`config.mk`:
```
export PLATFORM = sky130hd
export DESIGN_NAME = codec_i2s_slave_flat
export DESIGN_NICKNAME = d
export VERILOG_FILES = /design/src/rtl/codec_i2s_slave_if.sv /design/src/rtl/codec_i2s_slave.sv /design/src/flat_wrapper.sv
export SDC_FILE = /design/constraint.sdc
export NUM_CORES = 1
export LEC_CHECK = 0
export BUFFER_PORTS_ARGS = -buffer_cell sky130_fd_sc_hd__buf_2
export CELL_PAD_IN_SITES_DETAIL_PLACEMENT = 1
export CELL_PAD_IN_SITES_GLOBAL_PLACEMENT = 2
export CORE_ASPECT_RATIO = 0.9
export CORE_UTILIZATION = 31
export CTS_CLUSTER_SIZE = 16
export DETAILED_ROUTE_END_ITERATION = 8
export GPL_TIMING_DRIVEN = 1
export PLACE_DENSITY = 0.85
export RECOVER_POWER = 100
export SLEW_MARGIN = 20
export SYNTH_ARGS = -nofsm -noshare
export SYNTH_HDL_FRONTEND = slang
export SYNTH_SLANG_ARGS = --single-unit
```
`constraint.sdc`:
```
create_clock -name iCLK_18_4 -period 1.7 [get_ports iCLK_18_4]
set_input_delay 0.085 -clock iCLK_18_4 [delete_from_list [all_inputs] [get_ports iCLK_18_4]]
set_output_delay 0.085 -clock iCLK_18_4 [all_outputs]
set_load 0.05 [all_outputs]
```
`src/rtl/codec_i2s_slave_if.sv`:
```
// Parallel-side bus of the I2S slave: the ADC sample pair with its valid
// strobe, the DAC pair with its ready/valid handshake, and the status pulses.
interface codec_i2s_slave_if #(
  parameter int DATA_WIDTH = 16
);
  logic [DATA_WIDTH-1:0] oADC_L;
  logic [DATA_WIDTH-1:0] oADC_R;
  logic                  oADC_VALID;
  logic [DATA_WIDTH-1:0] iDAC_L;
  logic [DATA_WIDTH-1:0] iDAC_R;
  logic                  iDAC_VALID;
  logic                  oDAC_READY;
  logic                  oUNDERRUN;
  logic                  oFRAME_ERR;

  // Audio sample producer/consumer side
  modport master (
    input  oADC_L, oADC_R, oADC_VALID, oDAC_READY, oUNDERRUN, oFRAME_ERR,
    output iDAC_L, iDAC_R, iDAC_VALID
  );

  // I2S block side
  modport slave (
    output oADC_L, oADC_R, oADC_VALID, oDAC_READY, oUNDERRUN, oFRAME_ERR,
    input  iDAC_L, iDAC_R, iDAC_VALID
  );
endinterface

```
`src/rtl/codec_i2s_slave.sv`:
```
// I2S slave interface for a WM8731 running as I2S master. BCLK, LRCK and
// ADCDAT are oversampled in the 18.432 MHz domain; BCLK is data, never a clock.
//
// RX state | meaning
// ---------+-------------------------------------------------------------
// RX_IDLE  | after reset, waiting for the first delay slot
// RX_SHIFT | shifting a channel word in MSB-first, bit_cnt 0..DATA_WIDTH-1
// RX_WAIT  | word stored, ignoring extra slot bits until the next delay slot
module codec_i2s_slave #(
  parameter int DATA_WIDTH  = 16,
  parameter int SYNC_STAGES = 2
) (
  input  logic               iCLK_18_4,
  input  logic               iRST_N,
  input  logic               iAUD_BCK,
  input  logic               iAUD_LRCK,
  input  logic               iAUD_ADCDAT,
  output logic               oAUD_DACDAT,
  codec_i2s_slave_if.slave   bus
);

  // Fewer than two stages would not be a synchronizer, so clamp at two.
  localparam int SYNC_N = (SYNC_STAGES < 2) ? 2 : SYNC_STAGES;
  localparam int CNT_W  = (DATA_WIDTH > 2) ? $clog2(DATA_WIDTH) : 1;
  localparam logic [CNT_W-1:0] LAST_BIT = CNT_W'(DATA_WIDTH - 1);

  typedef enum logic [1:0] {
    RX_IDLE  = 2'd0,
    RX_SHIFT = 2'd1,
    RX_WAIT  = 2'd2
  } rx_state_e;

  // Input synchronizers and edge/slot detection
  logic [SYNC_N-1:0] bck_sync_q;
  logic [SYNC_N-1:0] lr_sync_q;
  logic [SYNC_N-1:0] adc_sync_q;
  logic              bck_prev_q;
  logic              lr_prev_q;
  logic              lr_vld_q;
  logic              bck_s;
  logic              lr_s;
  logic              adc_s;
  logic              bck_rise;
  logic              slot;
  logic              left_slot;
  logic              right_slot;

  // RX datapath
  rx_state_e             rx_state_q, rx_state_d;
  logic [CNT_W-1:0]      bit_cnt_q, bit_cnt_d;
  logic [DATA_WIDTH-1:0] shift_q, shift_d;
  logic                  chan_q, chan_d;
  logic [DATA_WIDTH-1:0] left_hold_q, left_hold_d;
  logic                  left_ok_q, left_ok_d;
  logic [DATA_WIDTH-1:0] adc_l_q, adc_l_d;
  logic [DATA_WIDTH-1:0] adc_r_q, adc_r_d;
  logic                  valid_q, valid_d;
  logic                  ferr_q, ferr_d;
  logic [DATA_WIDTH-1:0] word_done;

  // TX datapath
  logic [DATA_WIDTH-1:0] hold_l_q, hold_l_d;
  logic [DATA_WIDTH-1:0] hold_r_q, hold_r_d;
  logic                  hold_full_q, hold_full_d;
  logic                  ready_q, ready_d;
  logic [DATA_WIDTH-1:0] tx_right_q, tx_right_d;
  logic [DATA_WIDTH-1:0] tx_sh_q, tx_sh_d;
  logic                  dacdat_q, dacdat_d;
  logic                  underrun_q, underrun_d;
  logic [DATA_WIDTH-1:0] tx_word;
  logic                  accept;

  assign bck_s    = bck_sync_q[SYNC_N-1];
  assign lr_s     = lr_sync_q[SYNC_N-1];
  assign adc_s    = adc_sync_q[SYNC_N-1];
  assign bck_rise = bck_s & ~bck_prev_q;
  // lr_prev is meaningless until one BCLK rise has been seen after reset;
  // without the qualifier a high LRCK at reset release would fake a slot.
  assign slot       = bck_rise & lr_vld_q & (lr_s ^ lr_prev_q);
  assign left_slot  = slot & ~lr_s;
  assign right_slot = slot & lr_s;
  assign word_done  = {shift_q[DATA_WIDTH-2:0], adc_s};
  assign accept     = bus.iDAC_VALID & ready_q;

  // Synchronize the codec pins and track BCLK/LRCK history
  always_ff @(posedge iCLK_18_4) begin
    if (!iRST_N) begin
      bck_sync_q <= '0;
      lr_sync_q  <= '0;
      adc_sync_q <= '0;
      bck_prev_q <= 1'b0;
      lr_prev_q  <= 1'b0;
      lr_vld_q   <= 1'b0;
    end else begin
      bck_sync_q <= {bck_sync_q[SYNC_N-2:0], iAUD_BCK};
      lr_sync_q  <= {lr_sync_q[SYNC_N-2:0], iAUD_LRCK};
      adc_sync_q <= {adc_sync_q[SYNC_N-2:0], iAUD_ADCDAT};
      bck_prev_q <= bck_s;
      if (bck_rise) begin
        lr_prev_q <= lr_s;
        lr_vld_q  <= 1'b1;
      end
    end
  end

  // RX next-state: deserialize on BCLK rises, pair left/right into a valid
  always_comb begin
    rx_state_d  = rx_state_q;
    bit_cnt_d   = bit_cnt_q;
    shift_d     = shift_q;
    chan_d      = chan_q;
    left_hold_d = left_hold_q;
    left_ok_d   = left_ok_q;
    adc_l_d     = adc_l_q;
    adc_r_d     = adc_r_q;
    valid_d     = 1'b0;
    ferr_d      = 1'b0;
    if (bck_rise) begin
      case (rx_state_q)
        RX_IDLE, RX_WAIT: begin
          if (slot) begin
            rx_state_d = RX_SHIFT;
            bit_cnt_d  = '0;
            chan_d     = lr_s;
          end
        end
        RX_SHIFT: begin
          if (slot) begin
            // Short word: drop it and poison the pairing for this frame.
            ferr_d    = 1'b1;
            left_ok_d = 1'b0;
            bit_cnt_d = '0;
            chan_d    = lr_s;
          end else begin
            shift_d   = word_done;
            bit_cnt_d = bit_cnt_q + CNT_W'(1);
            if (bit_cnt_q == LAST_BIT) begin
              rx_state_d = RX_WAIT;
              if (!chan_q) begin
                left_hold_d = word_done;
                left_ok_d   = 1'b1;
              end else begin
                adc_r_d   = word_done;
                left_ok_d = 1'b0;
                if (left_ok_q) begin
                  adc_l_d = left_hold_q;
                  valid_d = 1'b1;
                end
              end
            end
          end
        end
        default: rx_state_d = RX_IDLE;
      endcase
    end
  end

  // RX state and output registers
  always_ff @(posedge iCLK_18_4) begin
    if (!iRST_N) begin
      rx_state_q  <= RX_IDLE;
      bit_cnt_q   <= '0;
      shift_q     <= '0;
      chan_q      <= 1'b0;
      left_hold_q <= '0;
      left_ok_q   <= 1'b0;
      adc_l_q     <= '0;
      adc_r_q     <= '0;
      valid_q     <= 1'b0;
      ferr_q      <= 1'b0;
    end else begin
      rx_state_q  <= rx_state_d;
      bit_cnt_q   <= bit_cnt_d;
      shift_q     <= shift_d;
      chan_q      <= chan_d;
      left_hold_q <= left_hold_d;
      left_ok_q   <= left_ok_d;
      adc_l_q     <= adc_l_d;
      adc_r_q     <= adc_r_d;
      valid_q     <= valid_d;
      ferr_q      <= ferr_d;
    end
  end

  // TX next-state: holding register handshake and MSB-first serializer
  always_comb begin
    hold_l_d    = hold_l_q;
    hold_r_d    = hold_r_q;
    hold_full_d = hold_full_q;
    tx_right_d  = tx_right_q;
    tx_sh_d     = tx_sh_q;
    dacdat_d    = dacdat_q;
    underrun_d  = 1'b0;
    tx_word     = '0;
    if (left_slot) begin
      if (hold_full_q) begin
        tx_word     = hold_l_q;
        tx_right_d  = hold_r_q;
        hold_full_d = 1'b0;
      end else begin
        tx_right_d = '0;
        underrun_d = 1'b1;
      end
      dacdat_d = tx_word[DATA_WIDTH-1];
      tx_sh_d  = {tx_word[DATA_WIDTH-2:0], 1'b0};
    end else if (right_slot) begin
      dacdat_d = tx_right_q[DATA_WIDTH-1];
      tx_sh_d  = {tx_right_q[DATA_WIDTH-2:0], 1'b0};
    end else if (bck_rise) begin
      // Zeros shift in behind the word, so DACDAT idles low after the LSB.
      dacdat_d = tx_sh_q[DATA_WIDTH-1];
      tx_sh_d  = {tx_sh_q[DATA_WIDTH-2:0], 1'b0};
    end
    // Applied after the slot load so a pair arriving on an underrun slot
    // is kept for the next frame.
    if (accept) begin
      hold_l_d    = bus.iDAC_L;
      hold_r_d    = bus.iDAC_R;
      hold_full_d = 1'b1;
    end
    ready_d = ~hold_full_d;
  end

  // TX registers
  always_ff @(posedge iCLK_18_4) begin
    if (!iRST_N) begin
      hold_l_q    <= '0;
      hold_r_q    <= '0;
      hold_full_q <= 1'b0;
      ready_q     <= 1'b0;
      tx_right_q  <= '0;
      tx_sh_q     <= '0;
      dacdat_q    <= 1'b0;
      underrun_q  <= 1'b0;
    end else begin
      hold_l_q    <= hold_l_d;
      hold_r_q    <= hold_r_d;
      hold_full_q <= hold_full_d;
      ready_q     <= ready_d;
      tx_right_q  <= tx_right_d;
      tx_sh_q     <= tx_sh_d;
      dacdat_q    <= dacdat_d;
      underrun_q  <= underrun_d;
    end
  end

  assign oAUD_DACDAT    = dacdat_q;
  assign bus.oADC_L     = adc_l_q;
  assign bus.oADC_R     = adc_r_q;
  assign bus.oADC_VALID = valid_q;
  assign bus.oDAC_READY = ready_q;
  assign bus.oUNDERRUN  = underrun_q;
  assign bus.oFRAME_ERR = ferr_q;

endmodule

```
`src/flat_wrapper.sv`:
```
// flat-port wrapper written by rule: the top's interface ports become plain ports
module codec_i2s_slave_flat 
#(
  parameter int DATA_WIDTH  = 16,
  parameter int SYNC_STAGES = 2
)
  (iCLK_18_4, iRST_N, iAUD_BCK, iAUD_LRCK, iAUD_ADCDAT, oAUD_DACDAT, bus_oADC_L, bus_oADC_R, bus_oADC_VALID, bus_oDAC_READY, bus_oUNDERRUN, bus_oFRAME_ERR, bus_iDAC_L, bus_iDAC_R, bus_iDAC_VALID);
  codec_i2s_slave_if #(.DATA_WIDTH(DATA_WIDTH)) bus_i ();
  input  logic iCLK_18_4;
  input  logic iRST_N;
  input  logic iAUD_BCK;
  input  logic iAUD_LRCK;
  input  logic iAUD_ADCDAT;
  output logic oAUD_DACDAT;
  output wire logic [$bits(bus_i.oADC_L)-1:0] bus_oADC_L;
  output wire logic [$bits(bus_i.oADC_R)-1:0] bus_oADC_R;
  output wire logic [$bits(bus_i.oADC_VALID)-1:0] bus_oADC_VALID;
  output wire logic [$bits(bus_i.oDAC_READY)-1:0] bus_oDAC_READY;
  output wire logic [$bits(bus_i.oUNDERRUN)-1:0] bus_oUNDERRUN;
  output wire logic [$bits(bus_i.oFRAME_ERR)-1:0] bus_oFRAME_ERR;
  input wire logic [$bits(bus_i.iDAC_L)-1:0] bus_iDAC_L;
  input wire logic [$bits(bus_i.iDAC_R)-1:0] bus_iDAC_R;
  input wire logic [$bits(bus_i.iDAC_VALID)-1:0] bus_iDAC_VALID;
  assign bus_oADC_L = bus_i.oADC_L;
  assign bus_oADC_R = bus_i.oADC_R;
  assign bus_oADC_VALID = bus_i.oADC_VALID;
  assign bus_oDAC_READY = bus_i.oDAC_READY;
  assign bus_oUNDERRUN = bus_i.oUNDERRUN;
  assign bus_oFRAME_ERR = bus_i.oFRAME_ERR;
  assign bus_i.iDAC_L = bus_iDAC_L;
  assign bus_i.iDAC_R = bus_iDAC_R;
  assign bus_i.iDAC_VALID = bus_iDAC_VALID;
  codec_i2s_slave #(.DATA_WIDTH(DATA_WIDTH), .SYNC_STAGES(SYNC_STAGES)) u_core (.iCLK_18_4(iCLK_18_4), .iRST_N(iRST_N), .iAUD_BCK(iAUD_BCK), .iAUD_LRCK(iAUD_LRCK), .iAUD_ADCDAT(iAUD_ADCDAT), .oAUD_DACDAT(oAUD_DACDAT), .bus(bus_i));
endmodule
```
## Word level (Yosys, flattened, before mapping)

Index checks and enable logic that the tools add are counted.

- Add/subtract/negate cells: 1
- Equality and inequality tests: 6
- Muxes and demuxes: 23
- Bitwise logic cells: 16
- Reduce and logical (&&, ||, !) cells: 17

Operators with widths:

| operator | count |
|---|---|
| $mux 16 | 5 |
| $reduce_and 3->1 | 5 |
| $mux 1 | 11 |
| $reduce_and 5->1 | 2 |
| $not 1->1 | 9 |
| $mux 4 | 2 |
| $pmux 4 s2 | 1 |
| $and 1x1->1 | 6 |
| $mux 2 | 3 |
| $reduce_and 6->1 | 1 |
| $reduce_or 6->1 | 1 |
| $add 4x1->4 const B | 1 |
| $eq 4x4->1 const B | 1 |
| $ne 2x1->1 const B | 2 |
| $pmux 2 s2 | 1 |
| $reduce_and 4->1 | 1 |
| $reduce_bool 2->1 | 2 |
| $reduce_bool 3->1 | 1 |
| $reduce_or 3->1 | 1 |
| $eq 2x1->1 const B | 1 |
| $eq 2x2->1 const B | 1 |
| $logic_not 2->1 | 1 |
| $ne 2x2->1 const B | 1 |
| $reduce_and 2->1 | 1 |
| other kinds (2) | 2 |

- Register bits: 149
- Input bits: 38
- Output and inout port bits: 37
- Word-level logic and storage cells: 87

## Logic depth before layout (Yosys ltp)

- Word-level depth: 8
- Mapped depth: 8
- Depth with buffers taken out: 5

## Worst setup path after synthesis

No wires, ideal clock.

- Path kind: register -> register
- Start: register u_core.bit_cnt_q[0]
- End: register u_core.left_hold_q[10]
- Library setup time: 0.076 ns
- Data arrival time: 1.712 ns
- Data required time: 1.624 ns
- Slack: -0.087 ns
- Cell stages (with the launch flop): 7
- Buffers on the path: 1
- Clock period less this slack: 1.787 ns
- Cells stage by stage: dfxtp_1 -> ha_1 -> nand3_1 -> a2111oi_4 -> clkbuf_1 -> nand2_1 -> a21boi_0

- Cells in the longest elaborated chain, start to end: 2

RTL lines:

| what | RTL line | text |
|---|---|---|
| start, declared | codec_i2s_slave.sv:50 | `logic [CNT_W-1:0] bit_cnt_q, bit_cnt_d;` |
| start signal, assigned | codec_i2s_slave.sv:173 | `bit_cnt_q <= bit_cnt_d;` |
| $eq 4x4->1 | codec_i2s_slave.sv:137 | `if (bit_cnt_q == LAST_BIT) begin` |
| $reduce_and 5->1 (no source line) | n/a |  |
| end signal, assigned | codec_i2s_slave.sv:176 | `left_hold_q <= left_hold_d;` |
| end, declared | codec_i2s_slave.sv:53 | `logic [DATA_WIDTH-1:0] left_hold_q, left_hold_d;` |

Every way passes these cells.
A chain may end at the register's enable or synchronous reset.

## Final worst setup path

- Start: register u_core.bit_cnt_q[1]
- End: register u_core.adc_r_q[0], in the netlist u_core.bus.oADC_R[0]

- Cells in the longest elaborated chain, start to end: 2

RTL lines:

| what | RTL line | text |
|---|---|---|
| $eq 4x4->1 | codec_i2s_slave.sv:137 |  |
| $reduce_and 5->1 (no source line) | n/a |  |
| end signal, assigned | codec_i2s_slave.sv:179 | `adc_r_q <= adc_r_d;` |
| end, declared | codec_i2s_slave.sv:56 | `logic [DATA_WIDTH-1:0] adc_r_q, adc_r_d;` |

Every way passes these cells.

==> qor.yml <==
grt_antenna_before_repair: 0
layout_setup_ws_ps: 12.2
yosys.area_share.simple_pct: 20.3
die_x_um: 147
timing.final.hold_violations: 0
slew_headroom_pct: 56.6
syn_area_per_cell_um2: 8.85
muxShareOfSynthArea_pct: 5.47
critPathArrivalTime_ps: 1990
cts-root-buf: "clkbuf_16"
layout-drive-gt1-share_pct: 15.5
ys_types: 38
multi_input_area_um2: 2750
gp_congestion: 0.771
fin_crit_sh_pct: 99.3
cts_buffers: 17
vias: 4994
synth_cells: 661
initial_core_util_pct: 31.7
rsz0062_at_grt: "yes"
critical_path.slowest_cell: "dfxtp_4"
syn2layout_area_growth_pct: 31.6
synth_nets: 700
fin_total_pwr_mw: 7.83
setup_viol: 0
clk_pin_slew_ps: 70
clk_path_buf_depth: 2
maxCapViolCount: 0
peakVddDrop_uv: 591
insertedDiodeCount: 0
hpwl_um: 10500
fmaxAchievable_mhz: 592
synth_area_um2: 5850
min_period_ps: 1690
async_reset_ff_share_pct: 0
regArea_um2: 2990
synth_seq_cells: 149
path_cells: "ha_4 -> nand4_1 -> a211oi_4 -> buf_6 -> buf_8 -> mux2i_2 -> nor2b_1"
path_class: "reg2reg"
path_max_fanout: 6
dieArea_um2: 19400
antenna_left: 0
io_buffers: 74
synth-edff-count: 0
clock-sinks: 149
slowest_delay_ps: 370
end_kind: "register"
layout.nets: 818
status: "finished, final reports clean"
num-fill-cells: 2175
postRouteWirelength_um: 16100
first_iter_violations: 251
synth_top_family_by_area: "simple AND/OR/NAND/NOR gates"
finalSetupTns_ps: 0
viasPerCell: 4.82
place_area_um2: 6650
core_area_um2: 18500
final_area_um2: 7700
power.density_nw_per_um2: 1020
fp-row-count: 47
critPathLaunchType: "register"
drcViolationCount: 0
grt_pass1_wl_um: 26100
ys_seq_area_share_pct: 51.0
yosysWarnings: 0
skew_ps: 12.8
ios: 75
cts_tree: "built"
htreeDepth: 4
grt_pass1_vias: 5239
hold_class: "in2reg"
overflow: 0
grt_use_total_pct: 16.8
power.leakage_nw: 2.64
worst_slew_pin_slew_ps: 651
synth_flop_cell: "dfxtp_1"
drt_first_pass_iters: 4
wl_per_cell_um: 15.5
synth_xor_area_share_pct: 0.577
die_h_um: 132
synth_compound_area_share_pct: 18.9
worst_ep_required_time_ps: 2000
dp_slack_ps: -148
grt_max_degree: 70
clock_latency_ps: 420
synthAdderAreaFrac_pct: 0.214
hold_ws_ps: 75.4
drv_slew: 0
## per-stage QoR
step                util, %  std cells
CTS                    41.4       1034
finish                 41.7       1037
global route           41.7       1037
floorplan                 -        661
detailed placement     36.0        964
global placement       36.0        964
## critical path, delay by kind of cell, from the launching register on
| family | cells | cell delay, ps |
|---|---|---|
| fa+ha+maj | 1 | 150 |
| simple gates | 2 | 210 |
| flops | 1 | 370 |
| mux | 1 | 230 |
| buf+inv | 2 | 300 |
| compound gates | 1 | 330 |
## layout by cell type, fill, tap and decap left out, types with 2 or more instances in the layout
cell           count
nor2b_1           20
inv_8              2
a21boi_2           2
inv_6              6
nand4_1            2
buf_6              2
dfxtp_1          144
a21boi_0          70
o21ai_0           19
nand2_1          198
buf_2             36
dfxtp_2            4
o21a_1             3
nand3b_1           2
clkbuf_2           2
mux2i_1           30
nand3_1           23
bufinv_16          2
and3_1             2
nand4b_1           2
a21oi_1           19
and2_0             4
buf_12             4
clkinvlp_4         2
nor2_1             4
nor3b_1            2
buf_8              2
clkbuf_16         19
or3_1              2
dlygate4sd3_1     35
and2_1             6
clkbuf_1          41
a221oi_1          16
a22o_1             7
a21boi_1           9
mux2i_2            2
buf_4             25
## where the power goes
| group | switching, mW | total (mW) | leakage [nW] | internal, mW |
|---|---|---|---|---|
| Combinational | 0.200 | 0.386 | 1.14 | 0.186 |
| Clock | 1.63 | 3.84 | 0.287 | 2.21 |
| Sequential | 0.0444 | 3.60 | 1.21 | 3.56 |
## path summary, 6_finish.rpt
check                            start                    to  slack (ps)  cells after the start
setup reg to reg   u_core.bit_cnt_q[1]  u_core.bus.oADC_R[0]          10                      7
hold / removal                  iRST_N      u_core.left_ok_q          80                      2
hold reg to reg   u_core.adc_sync_q[0]  u_core.adc_sync_q[1]         430                      1
setup / recovery   u_core.bit_cnt_q[1]  u_core.bus.oADC_R[0]          10                      7
## cell usage after synthesis, types with 2 or more instances
cell type	number	share of area, %
nand2_1	199	13
dfxtp_1	149	51
a21boi_0	81	10
clkbuf_1	42	2.7
mux2i_1	32	5.5
nand3_1	24	2.1
a21oi_1	20	1.7
nor2b_1	20	2.1
o21ai_0	19	1.6
a221oi_1	16	2.4
and2_1	11	1.2
a22o_1	7	1.0
nor2_1	4	0.26
buf_6	3	0.58
o21a_1	3	0.38
and3_1	2	0.21
buf_1	2	0.13
buf_2	2	0.17
nand3b_1	2	0.26
nand4_1	2	0.21
nand4b_1	2	0.30
nor3b_1	2	0.26
or3_1	2	0.21
## layer usage
metal  global-route usage, %  vias up  part of all wire [%]
met5                       0        -                     0
met4                    5.56        0                  0.84
met3                    3.15        8                   1.8
met2                    28.8       58                    50
met1                    21.2     2458                    47
li1                        -     2470                     -
## layout make-up
class,count,share of cell area (%)
clock buffer,18,5.57
clock inverter,14,2.13
inverter,1,0.0487
multi-input combinational,462,35.7
sequential,149,38.8
tap,245,3.98
timing repair buffer,148,13.8
## cell families (layout without fill, tap and decap cells)
| kind of cell | count (synthesis) | in the layout |
|---|---|---|
| buffers and inverters | 50 | 181 |
| multiplexers | 32 | 32 |
| AND/OR/NAND/NOR | 273 | 273 |
| XOR/XNOR | 3 | 3 |
| adder cells (fa/ha/maj) | 1 | 1 |
| AO/OA/AOI/OAI | 153 | 153 |
| flip-flops | 149 | 149 |
## state kept, by name (all words and copies together) (netlist names), 4 cells and up
signal / count
u_core.bit_cnt_q: 4
u_core.bus.oADC_L: 16
u_core.bus.oADC_R: 16
u_core.hold_l_q: 16
u_core.hold_r_q: 16
u_core.left_hold_q: 16
u_core.shift_q: 15
u_core.tx_right_q: 16
u_core.tx_sh_q: 15
## repair_timing
item / 4_1_cts / 5_1_grt
endpoints found under the hold margin: 35 / 0
endpoints found under the setup margin: 61 / 53
gates resized for setup: 11 / 26
setup buffers: 2 / 2
cloned: 1 / 2
pin swaps: 4 / 6
hold buffers: 35 / 0
Note: power is estimated with default switching activity, not from simulation.
